### src/rtl/histogram_reader.sv
// ----------------------------------------------------------------------------
// histogram_reader
//
// Purpose
//   Read-out and clear side of the pixel histogram. A rising edge on VSYNC
//   starts one sweep over all 2**DATA_WIDTH bins of the count RAM. Each bin is
//   read, presented downstream as (BinIndex, BinCount) over valid/ready, and
//   cleared in the RAM in the same cycle it is accepted. The RAM is therefore
//   clean for the next frame's accumulation when the sweep ends.
//
// Build option
//   HIST_CDF_EN : when defined, BinCount carries the saturating running sum of
//                 the bins read so far (cumulative histogram). Ports and timing
//                 are the same in both builds.
//
// Ports
//   clk        in   1           single clock, rising edge
//   rst_n      in   1           synchronous reset, active low
//   VSYNC      in   1           frame sync, rising edge starts a sweep
//   RamAddr    out  DATA_WIDTH  RAM read / clear address
//   RamRdData  in   CNT_WIDTH   RAM read data, one cycle after RamAddr
//   RamClrEn   out  1           write zero to RamAddr this cycle
//   BinValid   out  1           BinIndex / BinCount valid
//   BinReady   in   1           downstream accepts the bin
//   BinIndex   out  DATA_WIDTH  bin being presented
//   BinCount   out  CNT_WIDTH   bin count (cumulative with HIST_CDF_EN)
//   Busy       out  1           sweep in progress
//   FrameDone  out  1           one-cycle pulse after the last bin is accepted
//   Overrun    out  1           one-cycle pulse: VSYNC rise dropped while active
// ----------------------------------------------------------------------------
module histogram_reader #(
    parameter int DATA_WIDTH = 8,
    parameter int CNT_WIDTH  = 18
) (
    input  logic                  clk,
    input  logic                  rst_n,
    input  logic                  VSYNC,
    output logic [DATA_WIDTH-1:0] RamAddr,
    input  logic [CNT_WIDTH-1:0]  RamRdData,
    output logic                  RamClrEn,
    output logic                  BinValid,
    input  logic                  BinReady,
    output logic [DATA_WIDTH-1:0] BinIndex,
    output logic [CNT_WIDTH-1:0]  BinCount,
    output logic                  Busy,
    output logic                  FrameDone,
    output logic                  Overrun
);

    typedef enum logic [2:0] {
        IDLE,
        RD,     // address presented to the RAM
        LAT,    // read data arrives, captured at the end of this cycle
        OUT,    // bin presented downstream
        DONE    // frame-done pulse
    } stateType;

    localparam logic [DATA_WIDTH-1:0] LAST_BIN = '1;

    stateType              stateReg;
    stateType              stateNext;
    logic                  vsD;
    logic                  start;
    logic                  lastBin;
    logic                  accept;
    logic [DATA_WIDTH-1:0] addr;
    logic [CNT_WIDTH-1:0]  countReg;
    logic [CNT_WIDTH-1:0]  countNext;

    assign start   = VSYNC & ~vsD;
    assign lastBin = (addr == LAST_BIN);
    assign accept  = (stateReg == OUT) & BinReady;

`ifdef HIST_CDF_EN
    // countReg doubles as the running sum: it is cleared at start and each new
    // bin is added on top of the previously presented total.
    logic [CNT_WIDTH:0] sumWide;

    assign sumWide   = {1'b0, countReg} + {1'b0, RamRdData};
    assign countNext = sumWide[CNT_WIDTH] ? '1 : sumWide[CNT_WIDTH-1:0];
`else
    assign countNext = RamRdData;
`endif

    // State register.
    // NOTE: sequential logic uses non-blocking assignments so every register
    // updates from the values present before the clock edge.
    always_ff @(posedge clk) begin
        if (!rst_n) begin
            stateReg <= IDLE;
        end else begin
            stateReg <= stateNext;
        end
    end

    // Datapath registers. addr stops at the last bin; the sweep ends on the
    // last-bin compare rather than on a wrap.
    always_ff @(posedge clk) begin
        if (!rst_n) begin
            vsD      <= 1'b0;
            addr     <= '0;
            countReg <= '0;
        end else begin
            vsD <= VSYNC;
            if (stateReg == IDLE && start) begin
                addr     <= '0;
                countReg <= '0;
            end
            if (stateReg == LAT) begin
                countReg <= countNext;
            end
            if (accept && !lastBin) begin
                addr <= addr + 1'b1;
            end
        end
    end

    // Next-state logic. A start outside IDLE is dropped, never queued.
    always_comb begin
        stateNext = stateReg;
        case (stateReg)
            IDLE:    if (start) stateNext = RD;
            RD:      stateNext = LAT;
            LAT:     stateNext = OUT;
            OUT:     if (accept) stateNext = lastBin ? DONE : RD;
            DONE:    stateNext = IDLE;
            default: stateNext = IDLE;
        endcase
    end

    // Output logic. RamAddr stays on addr through RD, LAT and OUT so the
    // clear in OUT hits exactly the word that was read.
    always_comb begin
        // NOTE: every output gets a default before the case so no path leaves
        // it unassigned, which would otherwise infer a latch.
        RamAddr   = '0;
        RamClrEn  = 1'b0;
        BinValid  = 1'b0;
        BinIndex  = '0;
        BinCount  = '0;
        Busy      = 1'b0;
        FrameDone = 1'b0;
        Overrun   = start & (stateReg != IDLE);
        case (stateReg)
            RD, LAT: begin
                Busy    = 1'b1;
                RamAddr = addr;
            end
            OUT: begin
                Busy     = 1'b1;
                RamAddr  = addr;
                BinValid = 1'b1;
                BinIndex = addr;
                BinCount = countReg;
                RamClrEn = BinReady;
            end
            DONE: begin
                FrameDone = 1'b1;
            end
            default: ;
        endcase
    end

endmodule

### config.mk
export PLATFORM = sky130hd
export DESIGN_NAME = histogram_reader
export DESIGN_NICKNAME = d
export VERILOG_FILES = /design/src/rtl/histogram_reader.sv
export SDC_FILE = /design/constraint.sdc
export NUM_CORES = 1
export LEC_CHECK = 0
export CORE_MARGIN = 2
export CORE_UTILIZATION = 44
export CTS_CLUSTER_DIAMETER = 200
export DETAILED_ROUTE_END_ITERATION = 7
export PLACE_DENSITY = 0.8
export SETUP_SLACK_MARGIN = 0.1
export SLEW_MARGIN = 20
export SYNTH_ARGS = -nofsm -noshare
export SYNTH_HDL_FRONTEND = slang
export SYNTH_SLANG_ARGS = --single-unit
### constraint.sdc
create_clock -name clk -period 2.19 [get_ports clk]
set_input_delay 0.438 -clock clk [delete_from_list [all_inputs] [get_ports clk]]
set_output_delay 0.438 -clock clk [all_outputs]
set_load 0.1 [all_outputs]
# Word-level counts from Yosys, hierarchy flattened
# Index checks and enable logic that the tools add are counted.
dict set report totals {
  input_bits 22
  register_bits 30
}
dict set report classes {
  reduce_logical 9
  bitwise 4
  eq_ne 7
  add_sub_neg 1
  n_mux 15
}
# op n
set op_table {}
lappend op_table {{$mux W18} 3}
lappend op_table {{$mux W8} 4}
lappend op_table {{$pmux W3 S4} 1}
lappend op_table {{$mux W3} 3}
lappend op_table {{$add A8 B1 Y8 const B} 1}
lappend op_table {{$eq A8 B8 Y1 const B} 1}
lappend op_table {{$eq A3 B2 Y1 const B} 2}
lappend op_table {{$mux W1} 4}
lappend op_table {{$ne A2 B2 Y1 const B} 2}
lappend op_table {{$reduce_bool A2 Y1} 2}
lappend op_table {{$and A1 B1 Y1} 3}
lappend op_table {{$eq A3 B1 Y1 const B} 1}
lappend op_table {{$eq A3 B3 Y1 const B} 1}
lappend op_table {{$logic_not A3 Y1} 1}
lappend op_table {{$reduce_bool A3 Y1} 1}
lappend op_table {{$reduce_or A3 Y1} 1}
lappend op_table {{$logic_and A1 B1 Y1} 2}
lappend op_table {{$reduce_and A2 Y1} 1}
lappend op_table {{$logic_not A1 Y1} 1}
lappend op_table {{$not A1 Y1} 1}

# Depth between registers and ports, before layout
# Gate-level depths: netlist of run 1.
dict set report depth {
  word_depth 5
  depth_mapped 7
  ltp_nobuf 5
}

# Worst setup path before layout of run 1
# OpenSTA, ideal clock, no wires.
dict set report synth_timing {
  path_type {flip-flop to output port}
  from {register stateReg[0]}
  to {output RamAddr[0]}
  required_ns 1.752
  arrival_time_ns 2.851
  setup_slack_ns -1.099
  path_stages_with_launch 5
  path_cell_list {dfxtp_1 buf_6 nor2_1 nor2_1 and2_1}
}
dict set report synth_via {
  elab_chain_cells 3
}
# item line
set synth_rtl {}
lappend synth_rtl {{start: declaration} 60} ;# stateType stateReg;
lappend synth_rtl {{start signal: assignment} 92} ;# stateReg <= stateNext;
lappend synth_rtl {{$eq A3 B2 Y1 or $eq A3 B1 Y1 (tied branches)} 144} ;# case (stateReg)
lappend synth_rtl {{$reduce_or A3 Y1 (no line) *} -}
lappend synth_rtl {{$mux W8 *} 144}
lappend synth_rtl {{end: declaration} 38} ;# output logic [DATA_WIDTH-1:0] RamAddr,
# Every way passes the cells marked *; elsewhere a longest branch is shown, timed or not.

# Worst setup path after layout of run 1
dict set report layout_timing {
  from {register stateReg[0]}
  to {output BinCount[2]}
}
dict set report layout_via {
  elab_chain_cells 2
}
# item line
set layout_rtl {}
lappend layout_rtl {{$eq A3 B2 Y1} 144}
lappend layout_rtl {{$mux W18} 144}
lappend layout_rtl {{end: declaration} 44} ;# output logic [CNT_WIDTH-1:0] BinCount,
# No other way between the ends.

==> results of run 1 <==
[metrics by stage]
step / hold WS (ns) / cell area (sq um) / cells / power, W / util (%)
2_1_floorplan: 0.5029 / 1680 / 205 / 0.0007387 / -
5_1_grt: 0.5843 / 2765 / 312 / 0.001335 / 76.68
3_5_place_dp: 0.5722 / 2668 / 304 / 0.0008244 / 73.98
3_3_place_gp: 0.5462 / 2668 / 304 / 0.0008181 / 73.98
6_report: 0.5587 / 2765 / 312 / 0.001274 / 76.68
4_1_cts: 0.5502 / 2764 / 312 / 0.001282 / 76.65
[routing by layer]
layer	vias to the layer above	global-route usage [%]	share of wire, %
met5	-	0	0
met4	0	11.17	2.3
met3	9	5.382	4.9
met2	50	40.72	52
met1	727	25.13	40
li1	794	-	-
[final cells by class]
type                       instances  area [sq um]
multi-input combinational        161         982.2
timing repair buffer              64          1025
tap                               48         60.06
clock inverter                     1         5.005
sequential                        30         603.1
clock buffer                       7         86.33
inverter                           1         3.754
fill                             252         840.8
[synthesized netlist by cell type (2+ instances only)]
cell      number  area, sq um
buf_6          4        45.04
nand2_1       42        157.7
clkbuf_1       4        15.01
nor3_1         6        30.03
dfxtp_1       30        600.6
nor2_1         9        33.78
and2_1        54        337.8
buf_4          2        15.01
buf_2          3        15.01
nand4_1        2        12.51
o21ai_0       18        90.09
a31oi_1        2        12.51
a211o_1        5        43.79
o21ai_1        3        15.01
and3_1         3        18.77
[how the worst max path moves through the flow]
stage,from,endpoint,slack [ns]
finish,stateReg[0],BinCount[2],0.17
global route,stateReg[0],BinCount[2],0.11
CTS,stateReg[1],BinCount[2],0.11
detailed placement,BinReady,addr[3],0.19
global placement,BinReady,addr[3],0.22
floorplan,stateReg[0],RamAddr[0],0.12
[repair_timing]
item                                    CTS  global route
resized for setup                         2             1
endpoints found under the setup margin   26            26
endpoints found under the hold margin     0             0
gates cloned                              0             0
[placed cells by master (no fill, tap or decap), drive strengths merged]
| master | Yosys | routed |
|---|---|---|
| clkinv | 0 | 1 |
| o22a | 1 | 1 |
| mux2 | 1 | 1 |
| a31oi | 2 | 2 |
| ha | 1 | 1 |
| nand3 | 2 | 2 |
| nor3b | 3 | 3 |
| nor2 | 9 | 9 |
| a22o | 1 | 1 |
| nand4 | 2 | 2 |
| nand2b | 1 | 1 |
| nor4 | 2 | 2 |
| and4b | 1 | 1 |
| nand2 | 42 | 42 |
| o21ai | 21 | 21 |
| dfxtp | 30 | 30 |
| buf | 9 | 43 |
| or3b | 1 | 1 |
| inv | 1 | 1 |
| clkdlybuf4s50 | 0 | 21 |
| nor3 | 6 | 6 |
| and2 | 54 | 54 |
| o211a | 1 | 1 |
| and4 | 1 | 1 |
| a211o | 5 | 5 |
| clkbuf | 4 | 7 |
| and3b | 1 | 1 |
| and3 | 3 | 3 |
[cells by family (layout without fill, tap and decap cells)]
logic type / Yosys count / count (layout)
simple gates: 128 / 128
compound gates: 31 / 31
flops: 30 / 30
buf+inv: 14 / 73
fa+ha+maj: 1 / 1
mux: 1 / 1
[power by group through the flow]
stage | registers (W) | logic (W) | clock network [W]
floorplan | 0.000585 | 0.000154 | 0
global placement | 0.000594 | 0.000224 | 0
detailed placement | 0.000595 | 0.000229 | 0
CTS | 0.000583 | 0.000231 | 0.000468
global route | 0.000587 | 0.000248 | 0.000500
finish | 0.000584 | 0.000228 | 0.000461
[flip-flops by register name (all words and copies together) (netlist names)]
name / cells
countReg: 18
addr: 8
stateReg: 3
vsD: 1
==> impl_metrics.env, run 1 <==
export IMPL_clk_pin_slew_ns=0.06
export IMPL_ys_warn_count=0
export IMPL_setup_slack_ns=0.1653
export IMPL_reg2reg_from="addr[0]"
export IMPL_portBuffers=60
export IMPL_irDropWorstVdd_uv=352.8
export IMPL_drv_slew=0
export IMPL_holdPathEnd="stateReg[1]"
export IMPL_slowest_stage="dfxtp_2"
export IMPL_swShare_pct=27.89
export IMPL_power_density_nw_per_um2=460.6
export IMPL_vias=1580
export IMPL_drc=0
export IMPL_holdCritStartpoint="stateReg[0]"
export IMPL_synth_compound_area_share_pct=11.65
export IMPL_cts_root_buf="clkbuf_8"
export IMPL_crit_chain="nand2_1 > nor2_1 > buf_6 > and2_1 > buf_12"
export IMPL_grt_first_pass_wirelength_mm=7.417
export IMPL_clock_skew_ns=0.004217
export IMPL_postRouteAntennaNets=0
export IMPL_path_depth=5
export IMPL_placementRows=22
export IMPL_worst_path_buf_inv=2
export IMPL_power_frac_comb_pct=17.9
export IMPL_area_delta_synth_final_pct=70.52
export IMPL_worst_r2r_cell_count=5
export IMPL_drt_iter0_markers=72
export IMPL_crit_required_ns=1.75
export IMPL_clock_latency_ns=0.28
export IMPL_first_global_vias=1642
export IMPL_post_cts_buffers=0
export IMPL_hpwl_mm=3.112
export IMPL_tns_ns=0
export IMPL_pre_cts_slack_ns=0.1920
export IMPL_p_sw_w=0.0003552
export IMPL_critPathMaxFanout=27
export IMPL_fin_crit_sh_pct=92.45
export IMPL_relSlewSlack_pct=58.47
export IMPL_setup_viol=0
export IMPL_htreeDepth=2
export IMPL_cts_buffers=5
export IMPL_track_usage_pct=22.81
export IMPL_io_pins=61
export IMPL_nets=286
export IMPL_netlist_area_sq_um=1622
export IMPL_die_area_sq_um=4187
export IMPL_synthMuxAreaShare_pct=0.6944
export IMPL_synth_fp_nets=228
export IMPL_clock_sinks=30
export IMPL_fmax_mhz=493.9
export IMPL_cts_tree="done"
export IMPL_antenna_found_initial=0
export IMPL_setup_worst_path_end_class="output port"
export IMPL_syn_area_per_cell_sq_um=7.910
export IMPL_synth_distinct_cells=33
export IMPL_dieWidth_microns=64.71
export IMPL_worstPathArrival_ns=1.59
export IMPL_cts_buffer_depth=2
export IMPL_cts_hold_buf=0
export IMPL_criticalPathCategory="flop to output port"
export IMPL_p_clk_share_pct=36.2
export IMPL_r2r_end="addr[2]"
export IMPL_drt_wl_total_mm=4.247
export IMPL_start_kind="flop"
export IMPL_crit_family="flip-flops"
export IMPL_synth_async_reset_ratio_pct=0
export IMPL_synthCells=205
export IMPL_p_leak_nw=1.132
export IMPL_internal_power_w=0.0009183
export IMPL_vias_per_cell=5.064
export IMPL_period_minus_slack_ns=2.025
export IMPL_reg2reg_slack_ns=0.45
export IMPL_synth_seq_area_share_pct=37.04
export IMPL_slowest_delay_ns=0.45
export IMPL_initial_utilization_pct=44.97
export IMPL_first_pass_iters=4
export IMPL_synth_edf_count=0
export IMPL_seqPwrFrac_pct=45.9
export IMPL_grt_max_degree=28
export IMPL_drive_gt1_share_pct=32.58
export IMPL_worst_slew_pin_slew_ns=0.6229
export IMPL_gp_congestion=0.8046
export IMPL_synth_adder_area_share_pct=0.7716
export IMPL_ys_ff_latch=30
export IMPL_synthXorXnorAreaFrac_pct=0
export IMPL_synth_top_family_by_area="simple AND/OR/NAND/NOR gates"
export IMPL_grt_setup_unrepaired="no"
export IMPL_fp_dieH_microns=64.71
export IMPL_max_cap_viol_count=0
export IMPL_whs_path_depth=1
export IMPL_synthFlopType="dfxtp_1"
export IMPL_timing_hold_violations_final=0
export IMPL_antenna_diode_count=0
export IMPL_grt_overflow=0
export IMPL_status="completed"
export IMPL_core_area_sq_um=3606
export IMPL_synth_simple_area_share_pct=44.06
export IMPL_holdCritPathClass="flop to flop"
export IMPL_wire_per_inst_microns=13.61
(Power assumes the default switching activity.)
==> run 2: changes to the inputs <==
--- a/config.mk
+++ b/config.mk
@@ -5,12 +5,14 @@
 export SDC_FILE = /design/constraint.sdc
 export NUM_CORES = 1
 export LEC_CHECK = 0
+export ABC_AREA = 1
 export CORE_MARGIN = 2
-export CORE_UTILIZATION = 44
+export CORE_UTILIZATION = 43
 export CTS_CLUSTER_DIAMETER = 200
 export DETAILED_ROUTE_END_ITERATION = 7
-export PLACE_DENSITY = 0.8
+export PLACE_DENSITY = 0.79
 export SETUP_SLACK_MARGIN = 0.1
+export SKIP_CTS_REPAIR_TIMING = 1
 export SLEW_MARGIN = 20
 export SYNTH_ARGS = -nofsm -noshare
 export SYNTH_HDL_FRONTEND = slang
==> run 2 against run 1 <==
  * Global-route usage fell by 0.69 points
  * First-iteration DRC count fell by 36%
  * Sequential share of layout area rose by 0.062 points
  * Flip-flop and latch count did not move
  * Combinational power rose by 100%
  * Clock-buffer cell count did not move
  * Critical endpoint is now RamAddr[2]
  * Largest cell class unchanged
==> impl_metrics.env, run 2 <==
export IMPL_status="completed"
export IMPL_clock_latency_ns=0.33
export IMPL_grt_max_degree=22
export IMPL_p_leak_nw=0.9809
export IMPL_grt_setup_unrepaired="no"
export IMPL_synth_largest_area_cell="dfxtp_1"
export IMPL_max_cap_viol_count=0
export IMPL_yosysTopAreaCellShare_pct=38.37
export IMPL_clk_pin_slew_ns=0.09
export IMPL_seqPwrFrac_pct=42.8
export IMPL_cts_tree="done"
export IMPL_drive_gt1_share_pct=26.71
export IMPL_holdCritStartpoint="countReg[6]"
export IMPL_r2r_end="addr[5]"
export IMPL_first_global_vias=1738
export IMPL_die_area_sq_um=4139
export IMPL_hpwl_mm=3.310
export IMPL_synth_distinct_cells=23
export IMPL_internal_power_w=0.0009085
export IMPL_synthCells=241
export IMPL_clock_skew_ns=0.003351
export IMPL_crit_required_ns=1.75
export IMPL_worst_r2r_cell_count=9
export IMPL_layout_common_cells="61 x nand2_1, 40 x buf_12, 36 x nor2_1"
export IMPL_worst_slew_pin_slew_ns=0.5036
export IMPL_p_clk_share_pct=24.5
export IMPL_synth_seq_area_share_pct=38.37
export IMPL_p_sw_w=0.0005155
export IMPL_period_minus_slack_ns=2.014
export IMPL_synth_fp_nets=264
export IMPL_postRouteAntennaNets=0
export IMPL_largest_register="countReg"
export IMPL_tns_ns=0
export IMPL_initial_utilization_pct=45.82
export IMPL_htreeDepth=2
export IMPL_final_common_cell="nand2_1"
export IMPL_timing_hold_violations_final=0
export IMPL_vias=1685
export IMPL_relSlewSlack_pct=66.35
export IMPL_ys_warn_count=0
export IMPL_fmax_mhz=496.4
export IMPL_irDropWorstVdd_uv=460.7
export IMPL_synth_async_reset_ratio_pct=0
export IMPL_holdCritPathClass="flop to flop"
export IMPL_vias_per_cell=4.773
export IMPL_placementRows=21
export IMPL_wire_per_inst_microns=12.01
export IMPL_reg2reg_slack_ns=0.67
export IMPL_fin_util_pct=81.39
export IMPL_n_fill_cell=219
export IMPL_start_kind="flop"
export IMPL_nets=329
export IMPL_power_frac_comb_pct=32.8
export IMPL_fin_crit_sh_pct=91.98
export IMPL_worstPathArrival_ns=1.58
export IMPL_drc=0
export IMPL_cts_root_buf="clkbuf_4"
export IMPL_track_usage_pct=22.12
export IMPL_swShare_pct=36.20
export IMPL_whs_path_depth=2
export IMPL_drt_wl_total_mm=4.239
export IMPL_gp_congestion=0.8837
export IMPL_holdPathEnd="countReg[6]"
export IMPL_reg2reg_from="addr[1]"
export IMPL_first_pass_iters=4
export IMPL_synth_area_leaders="dfxtp_1 38%, nand2_1 15%, nor2_1 11%, inv_1 7.9%, a21oi_1 7.7%"
export IMPL_core_area_sq_um=3416
export IMPL_setup_viol=0
export IMPL_clock_sinks=30
export IMPL_synth_edf_count=0
export IMPL_criticalPathCategory="flop to output port"
export IMPL_fp_dieH_microns=64.34
export IMPL_synth_common_cells="61 x nand2_1, 46 x nor2_1, 33 x inv_1"
export IMPL_io_pins=61
export IMPL_dieWidth_microns=64.34
export IMPL_grt_first_pass_wirelength_mm=7.113
export IMPL_synth_most_common_cell="nand2_1"
export IMPL_setup_worst_path_end_class="output port"
export IMPL_antenna_diode_count=0
export IMPL_netlist_area_sq_um=1565
export IMPL_syn_area_per_cell_sq_um=6.495
export IMPL_area_delta_synth_final_pct=77.62
export IMPL_cts_buffer_depth=2
export IMPL_power_density_nw_per_um2=512.2
export IMPL_grt_overflow=0
export IMPL_drv_slew=0
export IMPL_antenna_found_initial=0
export IMPL_synthFlopType="dfxtp_1"
export IMPL_largest_registers="countReg x18, addr x8, stateReg x3"
export IMPL_critPathMaxFanout=7
export IMPL_ys_ff_latch=30
export IMPL_portBuffers=60
export IMPL_largest_reg_flops=18
export IMPL_cts_buffers=5
export IMPL_drt_iter0_markers=46
## run 2: cell count changes after synthesis, moves of 3 or more
cell,previous run,this run
nand2_1,42,61
nor2_4,0,3
o21ai_1,3,0
a21oi_2,0,3
inv_1,1,33
nor2_1,9,46
a21oi_1,0,24
nand3_1,1,11
o21ai_0,18,6
a211o_1,5,0
and3_1,3,0
and2_1,54,0
## run 2: kinds of logic after synthesis
kind of cell	share of synthesized area (%)
compound gates	12.79
flops	38.37
buf+inv	12.15
simple gates	35.89
fa+ha+maj	0.7992
## run 2: how the worst max path moves through the flow
stage | start | to | slack, ns | cells past startpoint
floorplan | stateReg[2] | BinCount[10] | -0.38 | 4
detailed placement | BinReady | RamClrEn | 0.27 | 4
global placement | BinReady | RamClrEn | 0.29 | 4
global route | stateReg[0] | RamAddr[6] | 0.11 | 6
finish | stateReg[0] | RamAddr[2] | 0.18 | 6
CTS | stateReg[1] | RamAddr[1] | -0.02 | 5
## run 2: cell type report
| cell class | instances | area [sq um] | area share, % |
|---|---|---|---|
| repair buffers | 66 | 1049 | 37.71 |
| multi-input cells | 167 | 865.8 | 31.14 |
| flip-flops and latches | 30 | 608.1 | 21.87 |
| inverters | 36 | 140.1 | 5.040 |
| well taps | 46 | 57.56 | 2.070 |
| clock buffers | 7 | 55.05 | 1.980 |
| clock inverters | 1 | 5.005 | 0.1800 |
## run 2: routing by layer
metal	share of wire (%)	global-route usage, %
met4	2.0	8.245
met2	51	41.54
met1	40	21.74
met3	6.9	8.451
met5	0	0
## run 2: power groups by stage
stage | Sequential (W) | Clock (W) | Combinational, W
2_1_floorplan | 0.000619 | 0 | 0.000315
3_3_place_gp | 0.000622 | 0 | 0.000429
3_5_place_dp | 0.000625 | 0 | 0.000437
4_1_cts | 0.000612 | 0.000359 | 0.000440
5_1_grt | 0.000613 | 0.000380 | 0.000499
6_report | 0.000609 | 0.000349 | 0.000467
## run 2: per-stage QoR
| stage | hold WS [ns] | setup WS (ns) | total power, W | cells | area (sq um) |
|---|---|---|---|---|---|
| after floorplan | 0.4390 | -0.3820 | 0.0009337 | 241 | 1668 |
| after global placement | 0.4478 | 0.2895 | 0.001051 | 343 | 2693 |
| after detailed placement | 0.4579 | 0.2690 | 0.001062 | 343 | 2693 |
| after CTS | 0.4699 | -0.02179 | 0.001412 | 351 | 2753 |
| after global routing | 0.4903 | 0.1062 | 0.001492 | 353 | 2780 |
| final | 0.4708 | 0.1755 | 0.001424 | 353 | 2780 |
## run 2: worst max-delay path: stages (launching register included)
cell,delay [ns]
dfxtp_4,0.40
nor2_4,0.05
nor2_4,0.17
clkinvlp_4,0.16
buf_12,0.17
nor2_4,0.10
buf_12,0.18
==> run 3: changes to the inputs <==
--- a/config.mk
+++ b/config.mk
@@ -5,12 +5,12 @@
 export SDC_FILE = /design/constraint.sdc
 export NUM_CORES = 1
 export LEC_CHECK = 0
-export ABC_AREA = 1
 export CORE_MARGIN = 2
-export CORE_UTILIZATION = 43
+export CORE_UTILIZATION = 44
 export CTS_CLUSTER_DIAMETER = 200
 export DETAILED_ROUTE_END_ITERATION = 7
-export PLACE_DENSITY = 0.79
+export GPL_TIMING_DRIVEN = 0
+export PLACE_DENSITY = 0.9
 export SETUP_SLACK_MARGIN = 0.1
 export SKIP_CTS_REPAIR_TIMING = 1
 export SLEW_MARGIN = 20
==> run 3 against run 2 <==
  * Combinational power shrank 51%
  * Register-to-register slack worse by 0.25 ns
  * Worst hold slack better by 0.098 ns
  * Clock skew down 0.0010 ns
  * Core utilization fell by 13 points
  * Maximum frequency fell by 0.92%
  * Flip-flop and latch count is the same
  * Critical path type unchanged
  * Critical endpoint is now BinCount[4]
  * Largest cell class is now multi-input gates
==> impl_metrics.env, run 3 (synthesis results as in run 1) <==
export IMPL_status="completed"
export IMPL_power_density_nw_per_um2=511.2
export IMPL_worstPathArrival_ns=1.60
export IMPL_relSlewSlack_pct=56.68
export IMPL_timing_hold_violations_final=0
export IMPL_max_cap_viol_count=0
export IMPL_holdCritStartpoint="addr[7]"
export IMPL_antenna_diode_count=0
export IMPL_wire_per_inst_microns=12.44
export IMPL_cts_root_buf="clkbuf_8"
export IMPL_grt_overflow=0
export IMPL_start_kind="flop"
export IMPL_cts_buffers=5
export IMPL_cts_tree="done"
export IMPL_fmax_mhz=491.9
export IMPL_initial_utilization_pct=44.97
export IMPL_die_area_sq_um=4187
export IMPL_clock_sinks=30
export IMPL_htreeDepth=2
export IMPL_critPathCapture="BinCount[4]"
export IMPL_n_fill_cell=317
export IMPL_drv_slew=0
export IMPL_clk_pin_slew_ns=0.06
export IMPL_core_area_sq_um=3606
export IMPL_io_pins=61
export IMPL_largest_reg_flops=18
export IMPL_largest_register="countReg"
export IMPL_dieWidth_microns=64.71
export IMPL_grt_setup_unrepaired="yes"
export IMPL_clock_latency_ns=0.28
export IMPL_p_leak_nw=1.090
export IMPL_seqCellArea_sq_um=600.6
export IMPL_fin_crit_sh_pct=92.83
export IMPL_setup_worst_path_end_class="output port"
export IMPL_critPathLaunch="stateReg[0]"
export IMPL_vias=1632
export IMPL_fp_dieH_microns=64.71
export IMPL_reg2reg_slack_ns=0.42
export IMPL_fin_util_pct=68.22
export IMPL_track_usage_pct=20.04
export IMPL_period_minus_slack_ns=2.033
export IMPL_placed_cell_area_sq_um=2341
export IMPL_multiInputGateArea_sq_um=989.7
export IMPL_worst_slew_pin_slew_ns=0.6450
export IMPL_reg2reg_from="addr[0]"
export IMPL_antenna_found_initial=0
export IMPL_drt_wl_total_mm=4.017
export IMPL_critPathMaxFanout=10
export IMPL_drc=0
export IMPL_portBuffers=60
export IMPL_layout_common_cells="42 x nand2_1, 30 x dfxtp_1, 27 x and2_1"
export IMPL_cts_buffer_depth=2
export IMPL_gp_congestion=0.8063
export IMPL_final_common_cell="nand2_1"
export IMPL_tns_ns=0
export IMPL_placementRows=22
export IMPL_vias_per_cell=5.053
export IMPL_irDropWorstVdd_uv=476.1
export IMPL_crit_required_ns=1.75
export IMPL_setup_viol=0
export IMPL_worst_r2r_cell_count=5
export IMPL_holdCritPathClass="flop to flop"
export IMPL_nets=297
export IMPL_stdcell_area_sq_um=2460
export IMPL_hpwl_mm=2.868
export IMPL_largest_registers="countReg x18, addr x8, stateReg x3"
export IMPL_postRouteAntennaNets=0
export IMPL_first_global_vias=1477
export IMPL_grt_max_degree=11
export IMPL_grt_first_pass_wirelength_mm=6.575
export IMPL_criticalPathCategory="flop to output port"
export IMPL_drive_gt1_share_pct=34.18
export IMPL_area_delta_synth_final_pct=51.70
export IMPL_clock_skew_ns=0.002318
export IMPL_r2r_end="addr[2]"
export IMPL_drt_iter0_markers=53
export IMPL_first_pass_iters=4
==> run 3: cell types whose count changed in the layout (fill, tap and decap cells not counted), moves of 10 or more <==
cell     previous run  this run
inv_1              31         1
a21oi_1            24         0
nor2_1             36         6
nand3_1            11         1
and2_1              0        27
buf_6               0        13
o21ai_0             6        18
nor2_4             13         2
nand2_1            61        42
buf_8               0        10
and2_2              0        18
buf_12             40         0
==> run 3: routing by layer <==
layer / GRT usage (%) / share of wire, % / up-vias
met5: 0 / 0 / -
met4: 8.511 / 2.1 / 0
met3: 5.729 / 6.0 / 12
met2: 32.99 / 49 / 56
met1: 24.32 / 42 / 744
li1: - / - / 820
==> run 3: worst min-delay path by stage <==
stage / end / slack (ns) / depth (start not counted)
floorplan: addr[7] / 0.50 / 1
global placement: addr[7] / 0.53 / 1
detailed placement: addr[7] / 0.55 / 1
CTS: addr[7] / 0.57 / 1
global route: addr[7] / 0.61 / 1
finish: addr[7] / 0.57 / 1
==> run 3: power breakdown <==
| part | total (W) | internal, W | switching, W |
|---|---|---|---|
| clock network | 0.000451 | 0.000253 | 0.000198 |
| registers | 0.000575 | 0.000567 | 0.00000840 |
| logic | 0.000231 | 0.0000932 | 0.000138 |
| total | 0.00126 | 0.000913 | 0.000345 |
==> run 3: area by class of cell <==
class                      instances  share of cell area, %
tap                               48                  2.442
clock inverter                     1                 0.2035
buffer                            13                  3.967
sequential                        30                  24.42
timing repair buffer              62                  25.08
inverter                           1                 0.1526
multi-input combinational        161                  40.23
clock buffer                       7                  3.510
==> run 3: metrics by stage <==
stage          hold slack [ns]  total power, W  setup slack [ns]  cells
4_1_cts                 0.5658        0.001266            -1.188    321
2_1_floorplan           0.5029       0.0007387            0.1165    205
3_5_place_dp            0.5487       0.0008194           -0.8751    313
5_1_grt                 0.6083        0.001310           0.09026    323
3_3_place_gp            0.5305       0.0008150           -0.8777    313
6_report                0.5686        0.001257            0.1569    323
==> run 3: critical path, stage by stage, from the launching register on <==
cell and delay [ns]:
dfxtp_1 0.33, buf_6 0.14, nand2_1 0.09, nor2_4 0.16, buf_4 0.16, and2_1 0.12
clkbuf_4 0.32
